$ cat src/rtl/expansion_shiftreg_frame.sv
// Frame engine for a chain of 74HC595-style outputs and 74HC165-style inputs sharing SHIFT_CLK/SHIFT_LOAD.
// Each frame: parallel-load strobe, WIDTH clocked bits out and in, then a one-cycle DONE and optional gap.
module expansion_shiftreg_frame #(
  parameter int unsigned WIDTH       = 8,
  parameter int unsigned DIVIDER     = 1,
  parameter bit          CONTINUOUS  = 1'b1,
  parameter int unsigned GAP         = 0,
  parameter bit          MSB_FIRST   = 1'b1,
  parameter bit          LOAD_ACTIVE = 1'b0
) (
  input  logic             clk,
  input  logic             rst_n,
  input  logic             start,
  input  logic [WIDTH-1:0] data_out,
  output logic [WIDTH-1:0] data_in,
  output logic             SHIFT_OUT,
  input  logic             SHIFT_IN,
  output logic             SHIFT_CLK,
  output logic             SHIFT_LOAD,
  output logic             busy,
  output logic             frame_done,
  output logic [15:0]      frame_count
);

  localparam int unsigned DIV_W = $clog2(DIVIDER + 1);
  localparam int unsigned BIT_W = $clog2(WIDTH + 1);
  localparam int unsigned GAP_W = 16;
  localparam int unsigned CNT_W = 16;

  localparam logic [DIV_W-1:0] DIV_LAST = DIV_W'(DIVIDER - 1);
  localparam logic [BIT_W-1:0] BIT_LAST = BIT_W'(WIDTH - 1);
  localparam logic [GAP_W-1:0] GAP_LAST = GAP_W'(GAP - 1);

  typedef enum logic [2:0] {
    S_IDLE,
    S_LOAD_ACT,
    S_LOAD_REL,
    S_CLK_LO,
    S_CLK_HI,
    S_DONE,
    S_GAP_WAIT
  } state_t;

  state_t           state, state_next;
  logic [DIV_W-1:0] div_cnt, div_cnt_next;
  logic [BIT_W-1:0] bit_cnt, bit_cnt_next;
  logic [GAP_W-1:0] gap_cnt, gap_cnt_next;
  logic [WIDTH-1:0] out_sr, out_sr_next;
  logic [WIDTH-1:0] in_sr, in_sr_next;
  logic [WIDTH-1:0] data_in_next;
  logic [CNT_W-1:0] frame_count_next;
  logic             phase_end;
  logic             load_snap;
  logic             shift_out_next;
  logic             shift_clk_next;
  logic             shift_load_next;
  logic             busy_next;
  logic             frame_done_next;

  // Bit presented on the serial line for a given shift-register value.
  function automatic logic head_bit(input logic [WIDTH-1:0] sr);
    return MSB_FIRST ? sr[WIDTH-1] : sr[0];
  endfunction

  // Next-state, counters, datapath and next-cycle output levels.
  always_comb begin
    state_next       = state;
    div_cnt_next     = '0;
    bit_cnt_next     = bit_cnt;
    gap_cnt_next     = gap_cnt;
    out_sr_next      = out_sr;
    in_sr_next       = in_sr;
    data_in_next     = data_in;
    frame_count_next = frame_count;
    load_snap        = 1'b0;
    phase_end        = (div_cnt == DIV_LAST);

    case (state)
      S_IDLE: begin
        if (CONTINUOUS || start) begin
          state_next = S_LOAD_ACT;
          load_snap  = 1'b1;
        end
      end
      S_LOAD_ACT: begin
        if (phase_end) state_next = S_LOAD_REL;
        else           div_cnt_next = div_cnt + DIV_W'(1);
      end
      S_LOAD_REL: begin
        if (phase_end) begin
          state_next   = S_CLK_LO;
          bit_cnt_next = '0;
        end else begin
          div_cnt_next = div_cnt + DIV_W'(1);
        end
      end
      S_CLK_LO: begin
        if (phase_end) begin
          state_next = S_CLK_HI;
          // Sample on the rising SHIFT_CLK edge; first sampled bit ends at the head end.
          if (MSB_FIRST) in_sr_next = (in_sr << 1) | WIDTH'(SHIFT_IN);
          else           in_sr_next = (in_sr >> 1) | (WIDTH'(SHIFT_IN) << (WIDTH - 1));
        end else begin
          div_cnt_next = div_cnt + DIV_W'(1);
        end
      end
      S_CLK_HI: begin
        if (phase_end) begin
          if (bit_cnt == BIT_LAST) begin
            state_next       = S_DONE;
            data_in_next     = in_sr;
            frame_count_next = frame_count + CNT_W'(1);
          end else begin
            state_next   = S_CLK_LO;
            bit_cnt_next = bit_cnt + BIT_W'(1);
            out_sr_next  = MSB_FIRST ? (out_sr << 1) : (out_sr >> 1);
          end
        end else begin
          div_cnt_next = div_cnt + DIV_W'(1);
        end
      end
      S_DONE: begin
        gap_cnt_next = '0;
        if (GAP > 0) begin
          state_next = S_GAP_WAIT;
        end else if (CONTINUOUS) begin
          state_next = S_LOAD_ACT;
          load_snap  = 1'b1;
        end else begin
          state_next = S_IDLE;
        end
      end
      S_GAP_WAIT: begin
        if (gap_cnt == GAP_LAST) begin
          if (CONTINUOUS) begin
            state_next = S_LOAD_ACT;
            load_snap  = 1'b1;
          end else begin
            state_next = S_IDLE;
          end
        end else begin
          gap_cnt_next = gap_cnt + GAP_W'(1);
        end
      end
      default: state_next = S_IDLE;
    endcase

    if (load_snap) out_sr_next = data_out;

    // Outputs are registered from the next state so they line up with the state they belong to.
    shift_load_next = (state_next == S_LOAD_ACT) ? LOAD_ACTIVE : !LOAD_ACTIVE;
    shift_clk_next  = (state_next == S_CLK_HI);
    shift_out_next  = ((state_next == S_CLK_LO) || (state_next == S_CLK_HI)) ?
                      head_bit(out_sr_next) : 1'b0;
    busy_next       = (state_next == S_LOAD_ACT) || (state_next == S_LOAD_REL) ||
                      (state_next == S_CLK_LO)   || (state_next == S_CLK_HI)   ||
                      (state_next == S_DONE);
    frame_done_next = (state_next == S_DONE);
  end

  // State, datapath and output registers with synchronous reset.
  always_ff @(posedge clk) begin
    if (!rst_n) begin
      state       <= S_IDLE;
      div_cnt     <= '0;
      bit_cnt     <= '0;
      gap_cnt     <= '0;
      out_sr      <= '0;
      in_sr       <= '0;
      data_in     <= '0;
      frame_count <= '0;
      SHIFT_OUT   <= 1'b0;
      SHIFT_CLK   <= 1'b0;
      SHIFT_LOAD  <= !LOAD_ACTIVE;
      busy        <= 1'b0;
      frame_done  <= 1'b0;
    end else begin
      state       <= state_next;
      div_cnt     <= div_cnt_next;
      bit_cnt     <= bit_cnt_next;
      gap_cnt     <= gap_cnt_next;
      out_sr      <= out_sr_next;
      in_sr       <= in_sr_next;
      data_in     <= data_in_next;
      frame_count <= frame_count_next;
      SHIFT_OUT   <= shift_out_next;
      SHIFT_CLK   <= shift_clk_next;
      SHIFT_LOAD  <= shift_load_next;
      busy        <= busy_next;
      frame_done  <= frame_done_next;
    end
  end

endmodule

$ cat config.mk
export PLATFORM = sky130hd
export DESIGN_NAME = expansion_shiftreg_frame
export DESIGN_NICKNAME = d
export VERILOG_FILES = /design/src/rtl/expansion_shiftreg_frame.sv
export SDC_FILE = /design/constraint.sdc
export NUM_CORES = 1
export LEC_CHECK = 0
export CORE_ASPECT_RATIO = 1.25
export CORE_MARGIN = 3
export CORE_UTILIZATION = 29
export DETAILED_ROUTE_END_ITERATION = 7
export MAX_ROUTING_LAYER = met4
export SYNTH_ARGS = -nofsm -noshare
export SYNTH_HDL_FRONTEND = slang
export SYNTH_SLANG_ARGS = --single-unit
$ cat constraint.sdc
create_clock -name clk -period 5 [get_ports clk]
set_input_delay 0.5 -clock clk [delete_from_list [all_inputs] [get_ports clk]]
set_output_delay 0.5 -clock clk [all_outputs]
set_load 0.02 [all_outputs]
# Yosys cells after proc, flatten, opt, wreduce, memory -nomap -nowiden
# Index checks and enable logic that the tools add are counted.
# Widths: inputs -> output; s select.
# totals
reg_bits,69
latch_bits,0
ramBits,0
romBits,0
inputBits,12
output_inout_bits,29
word_cells,77
memories,0
# op_classes
add_sub_neg,4
multipliers,0
div_mod_pow,0
magnitude_cmp,0
eq_ne,19
n_shift,0
muxes,20
bitwise,2
reduce_logical,18
# ops
cell,count
$add 16x1->16 const B,2
$mux 8,4
$pmux 16 s2,1
$mux 3,6
$pmux 3 s6,1
$eq 16x16->1 const B,1
$mux 16,1
$eq 3x3->1 const B,5
$eq 3x2->1 const B,4
$mux 4,3
$ne 2x2->1 const B,5
$reduce_and 3->1,3
$or 8x1->8,1
$pmux 4 s2,1
$eq 3x1->1 const B,2
$reduce_and 2->1,3
$reduce_bool 2->1,3
$logic_or 1x1->1,5
$add 4x1->4 const B,1
$eq 4x3->1 const B,1
$reduce_and 4->1,1
$reduce_or 4->1,1
$logic_not 3->1,1
$mux 1,2
other kinds (5),5

# Longest topological paths before layout
# Gate-level depths: netlist (run 1).
# depth
ltp_word,9
ltp_mapped,7
ltp_nobuf,5

# Worst setup path before layout (run 1)
# No wires, ideal clock.
# synth_timing
path_type,reg-to-reg
start,register bit_cnt[0]
end,register frame_count[11]
setup_time_ps,71
t_arrival_ps,2187
path_slack_ps,2742
stages_incl_launch_ff,7
path_buffers,1
synth_period_minus_slack_ps,2258
cell_sequence,dfxtp_1 ha_1 or4bb_1 or3_1 buf_2 or4_1 a21oi_1
# synth_via
elab_chain_cells,2
# synth_lines
item,line_no,rtl
from (decl),46,"logic [BIT_W-1:0] bit_cnt, bit_cnt_next;"
from (signal assigned),180,bit_cnt <= bit_cnt_next;
$eq 4x3->1,109,if (bit_cnt == BIT_LAST) begin
$reduce_and 3->1 (no line),--,
to (signal assigned),185,frame_count <= frame_count_next;
to (decl),22,output logic [15:0] frame_count
# No other way between the ends.
# A chain may end at the register's enable or synchronous reset.

# Worst setup path in the final report (run 1)
# layout_timing
start,register state[2]
end,register frame_count[13]
# layout_via
elab_chain_cells,2
# layout_lines
item,line_no,rtl
from (decl),44,"state_t state, state_next;"
from (signal assigned),178,state <= state_next;
$eq 3x3->1,78,case (state)
$reduce_and 3->1 (no line),--,
# No other way between the ends.

==> results.toml, run 1 <==
[yosys]
syn-num-nets = 411
synth.top_cell.area_share_pct = 41.6
synth_seq_area_share_pct = 41.6
synth.avg_cell_area_um2 = 8.39
ys_ff_latch = 69
yosys.area.top_type = "dfxtp_1"
postSynth.asyncResetShare_pct = 0
synth.distinct_cells = 53
synth.area.top_cells = "dfxtp_1 42%, nand2_1 6.9%, a21oi_1 6.0%, mux2i_1 3.3%, nand4_1 3.0%"
yosysWarnings = 0
ys.flop_type = "dfxtp_1"
synth_edf_count = 0
syn_area_um2 = 3320
syn_inst = 396

[run_status]
status = "complete, no violations"

[power_and_ir_drop]
vdd_drop_max_mv = 0.147
power.density_nw_per_um2 = 311
power.leakage_uw = 0.00136
finalPower_uw = 1270

[critical_path]
cp.arrival_ns = 2.81
required_ns = 5.26
crit_path_start_kind = "flop"
crit_type = "flop to flop"
crit_path_end_kind = "flop"
worst-path-max-fanout = 15

[routing]
route.detailed.drc = 0
first_pass_iters = 4
wirelength_mm = 8.02
routedWlPerCell_um = 14.3
dr.first_iter.drc_count = 233
via_per_inst = 5.31
num_vias = 2984
drtAntennaViolNets = 0

[timing]
relSlewSlack_pct = 46.1
tns_ns = 0
worstMarginPinSlew_ns = 0.805
hold_viol = 0
fin_crit_ns = 2.55
report.final.slew_viol_count = 0
fmax_ghz = 0.392
setup_viol = 0
rsz0062_at_grt = "no"
skew_ns = 0.00667
fin_crit_sh_pct = 51.1

[grt]
grt_overflow_total = 0
grt_use_total_pct = 13.4
grt_max_degree = 48
grt_pass1_vias = 2771
grt_pass1_wl_mm = 13.5
antenna_found_initial = 0

[die]
rows = 43
die_h_um = 126
ioPinCount = 41
coreArea_um2 = 11100
die_area_um2 = 12800
die_w_um = 102
start_util_pct = 29.8

[cells_and_area]
finalNonFillerCells = 562
antennaDiodeCount = 0
stdcell_area_um2 = 4090
syn_to_final_growth_pct = 23.1
final_cell_mix = "69 x dfxtp_1, 61 x nand2_1, 40 x a21oi_1"
layout.nets = 437
drive_gt1_share_pct = 7.26
mostFrequentLayoutCell = "dfxtp_1"
fin_util_pct = 36.7

[placement]
dp.cells = 546
numPortBuffers = 39
dpl_cell_area_um2 = 3790
globalplace.congestion = 0.791
hpwl_mm = 5.61

[cts]
htree_levels = 3
postCtsSetupBuffers = 0
hold_buffers = 0
cts_buffer_depth = 2
cts_tree = "built"
cts_sinks = 69
cts_made_buffers = 9
insertion_delay_ns = 0.33
path_clk_slew_ns = 0.06
cts_root_buffer = "clkbuf_16"
post_cts_resized = 0

[flow_run]
drv_cap = 0

[worst_hold_path]
hp-class = "flop to flop"
routing by layer:
layer	track usage, %	wire [µm]	up-vias
met4	3.76	90	0
li1	-	-	1508
met5	-	0	-
met2	22.0	4080	44
met1	15.9	3600	1424
met3	3.82	240	8
flip-flops by register name (all words and copies together) (netlist names), 3 cells and up:
signal	count
state	3
gap_cnt	16
in_sr	8
data_in	8
frame_count	16
bit_cnt	4
out_sr	8
logic make-up after synthesis:
logic type | after synthesis | share of synthesized area, %
flip-flops | 69 | 41.6
other | 1 | 0.113
adder cells (fa/ha/maj) | 3 | 1.13
XOR/XNOR | 11 | 2.90
multiplexers | 18 | 5.69
buffers and inverters | 34 | 4.11
AO/OA/AOI/OAI | 90 | 17.8
AND/OR/NAND/NOR | 170 | 26.7
power by group:
part / switching [µW] / internal [µW] / leakage [µW] / total [µW]
Sequential: 12.9 / 561 / 0.000559 / 574
Clock: 229 / 398 / 0.000143 / 627
Combinational: 36.0 / 35.2 / 0.000662 / 71.2
critical path, stage by stage (launching register included):
cell     delay (ns)
dfxtp_1        0.58
or3b_1         0.62
or3_1          0.60
or4_1          0.54
a21oi_1        0.14
metrics by stage:
step           hold slack [ns]  worst slack (ns)
4_1_cts                  0.459              2.44
3_3_place_gp             0.445              2.49
2_1_floorplan            0.432              2.74
3_5_place_dp             0.449              2.46
6_report                 0.457              2.45
5_1_grt                  0.481              2.31
synth_stat cells, types with 2 or more instances:
cell,number
dfxtp_1,69
nor2_1,15
clkbuf_1,23
and3b_1,3
a211oi_1,5
nand2_1,61
or2_2,3
o41ai_1,3
o31a_1,2
a2111o_1,2
o31ai_1,13
mux2i_1,11
o211ai_1,3
o21ai_0,8
nand3_1,19
inv_1,7
and2_1,7
nand3b_1,2
or4_1,8
o22ai_1,2
nor3b_1,2
or3_1,9
and4_1,2
and3_1,7
nor3_1,6
o311ai_0,2
mux2_2,7
buf_1,2
a21oi_1,40
xnor2_1,4
nand4_1,16
ha_1,3
nor4_1,4
xor2_1,7
layout make-up:
cell class	instances	area [µm²]
timing repair buffer	42	413
inverter	7	26.3
clock buffer	12	246
sequential	69	1380
tap	135	169
multi-input combinational	293	1800
clock inverter	4	47.5
fill	1115	7050
final timing paths:
check	start	endpoint	slack (ns)	cells after the start
worst max-delay path	state[2]$_SDFF_PN0_	frame_count[13]$_SDFFE_PN0P_	2.45	4
worst min-delay path	data_in[6]$_SDFFE_PN0P_	data_in[6]$_SDFFE_PN0P_	0.46	2
worst max register to register	state[2]$_SDFF_PN0_	frame_count[13]$_SDFFE_PN0P_	2.45	4
worst min register to register	data_in[6]$_SDFFE_PN0P_	data_in[6]$_SDFFE_PN0P_	0.46	2
Power figures use the tool's default switching activity.
==> run 2: changes to the inputs <==
Clock period 5 ns to 2.3 ns, I/O delays scaled along.
==> run 2 against run 1 <==
  * Global-route usage grew 0.80 points
  * Register-to-register slack lost 2.3 ns
  * First-iteration DRC count shrank 46%
  * Count of clock-buffer cells in the layout shrank 1
  * Total power grew 120%
  * Cell count grew 2.7%
  * Largest power group unchanged
==> results.toml, run 2 (synthesis results as in run 1) <==
[run_status]
status = "complete, no violations"

[timing]
hold_viol = 0
relSlewSlack_pct = 44.8
tns_ns = 0
fin_crit_sh_pct = 93.6
report.final.slew_viol_count = 0
fin_crit_ns = 2.15
fmax_ghz = 0.464
rsz0062_at_grt = "no"
skew_ns = 0.00626
setup_viol = 0
worstMarginPinSlew_ns = 0.826

[critical_path]
ff2ff_setup_slack_ns = 0.15
required_ns = 2.56
r2r_end = "frame_count[13]$_SDFFE_PN0P_"
r2r_cells = 5
cp.arrival_ns = 2.41
crit_type = "flop to flop"
crit-reg2reg-launch = "bit_cnt[1]$_SDFFE_PN0P_"
cp-startpoint = "bit_cnt[1]$_SDFFE_PN0P_"
worst-path-max-fanout = 8
crit_path_end_kind = "flop"
crit_path_start_kind = "flop"
endpoint = "frame_count[13]$_SDFFE_PN0P_"

[power_and_ir_drop]
power_frac_comb_pct = 6.8
power.leakage_uw = 0.00144
vdd_drop_max_mv = 0.355
p_int_uw = 2170
p_sw_uw = 602
switching_share_pct = 21.7
power.density_nw_per_um2 = 659
power.share.clock_pct = 48.8
pwr-share-seq_pct = 44.5

[routing]
num_vias = 3019
via_per_inst = 5.23
route.detailed.drc = 0
dr.first_iter.drc_count = 126
first_pass_iters = 4
wirelength_mm = 8.37
drtAntennaViolNets = 0
routedWlPerCell_um = 14.5

[grt]
grt_max_degree = 40
grt_overflow_total = 0
antenna_found_initial = 0
grt_pass1_vias = 3070
grt_use_total_pct = 14.2
grt_pass1_wl_mm = 14.3

[cts]
cts_made_buffers = 9
cts_root_buffer = "clkbuf_16"
cts_buffer_depth = 2
cts_sinks = 69
cts_tree = "built"
insertion_delay_ns = 0.33
path_clk_slew_ns = 0.05
htree_levels = 3
hold_buffers = 0

[cells_and_area]
multi_input_area_um2 = 1810
fin_util_pct = 37.8
syn_to_final_growth_pct = 26.6
antennaDiodeCount = 0
final_cell_mix = "69 x dfxtp_1, 61 x nand2_1, 40 x a21oi_1"
finalNonFillerCells = 577
mostFrequentLayoutCell = "dfxtp_1"
fillers = 1151
reg_top3 = "frame_count: 16 flops, gap_cnt: 16 flops"
regArea_um2 = 1380
layout.nets = 452
drive_gt1_share_pct = 11.1

[placement]
globalplace.congestion = 0.787
numPortBuffers = 39
dp.cells = 560
hpwl_mm = 6.00

[flow_run]
drv_cap = 0

[die]
die_h_um = 126
ioPinCount = 41
die_w_um = 102
rows = 43
coreArea_um2 = 11100
die_area_um2 = 12800
start_util_pct = 29.8

[worst_hold_path]
hp-class = "flop to flop"
==> run 2: how the worst min path moves through the flow <==
stage | start | to | slack (ns) | cells past startpoint
after floorplan | SHIFT_IN | in_sr[0]$_SDFFE_PN0P_ | 0.37 | 2
after global placement | in_sr[7]$_SDFFE_PN0P_ | in_sr[7]$_SDFFE_PN0P_ | 0.45 | 2
after detailed placement | data_in[6]$_SDFFE_PN0P_ | data_in[6]$_SDFFE_PN0P_ | 0.45 | 2
after CTS | data_in[6]$_SDFFE_PN0P_ | data_in[6]$_SDFFE_PN0P_ | 0.46 | 2
after global routing | data_in[6]$_SDFFE_PN0P_ | data_in[6]$_SDFFE_PN0P_ | 0.49 | 2
final | in_sr[7]$_SDFFE_PN0P_ | data_in[7]$_SDFFE_PN0P_ | 0.46 | 2
==> run 2: through the flow <==
| step | power (µW) | hold slack (ns) | worst slack (ns) | cell area [µm²] |
|---|---|---|---|---|
| floorplan | 1380 | 0.366 | 0.0422 | 3320 |
| global placement | 1440 | 0.448 | 0.0351 | 3900 |
| detailed placement | 1450 | 0.453 | -0.0185 | 3900 |
| CTS | 2800 | 0.463 | 0.0519 | 4200 |
| global route | 2870 | 0.490 | 0.0706 | 4210 |
| finish | 2770 | 0.459 | 0.147 | 4210 |
==> run 2: what timing repair did <==
action,CTS,global route
resized for setup,1,1
endpoints found under the setup margin,3,2
pin swaps,0,2
buffers inserted,0,1
==> run 2: critical path: stages (launching register included) <==
cell and delay [ns]:
dfxtp_1 0.33, ha_2 0.21, or4bb_1 0.44, or3_4 0.45, or4_1 0.51, a21oi_1 0.14
==> run 2: layout make-up <==
class                      count  share of cell area, %
clock inverter                 5                   1.19
inverter                       7                  0.625
clock buffer                  11                   5.77
sequential                    69                   32.8
timing repair buffer          57                   12.5
multi-input combinational    293                   43.1
tap                          135                   4.02
==> run 2: power by group through the flow <==
| stage | registers [µW] | clock network (µW) | logic, µW |
|---|---|---|---|
| 4_1_cts | 1230 | 1380 | 190 |
| 2_1_floorplan | 1260 | 0 | 119 |
| 6_report | 1230 | 1350 | 188 |
| 3_3_place_gp | 1260 | 0 | 187 |
| 5_1_grt | 1230 | 1430 | 208 |
| 3_5_place_dp | 1260 | 0 | 190 |
==> run 2: metal layers <==
layer,vias up,share of wire (%),global-route usage (%)
li1,1540,-,-
met5,-,0,-
met1,1423,44,15.9
met2,44,52,23.8
met3,12,2.1,2.49
met4,0,2.0,7.28
==> run 3: changes to the inputs <==
Settings changed: SKIP_LAST_GASP from default to 1.
==> results of run 3 <==
Final layout, timing and power as in run 2 (identical DEF).
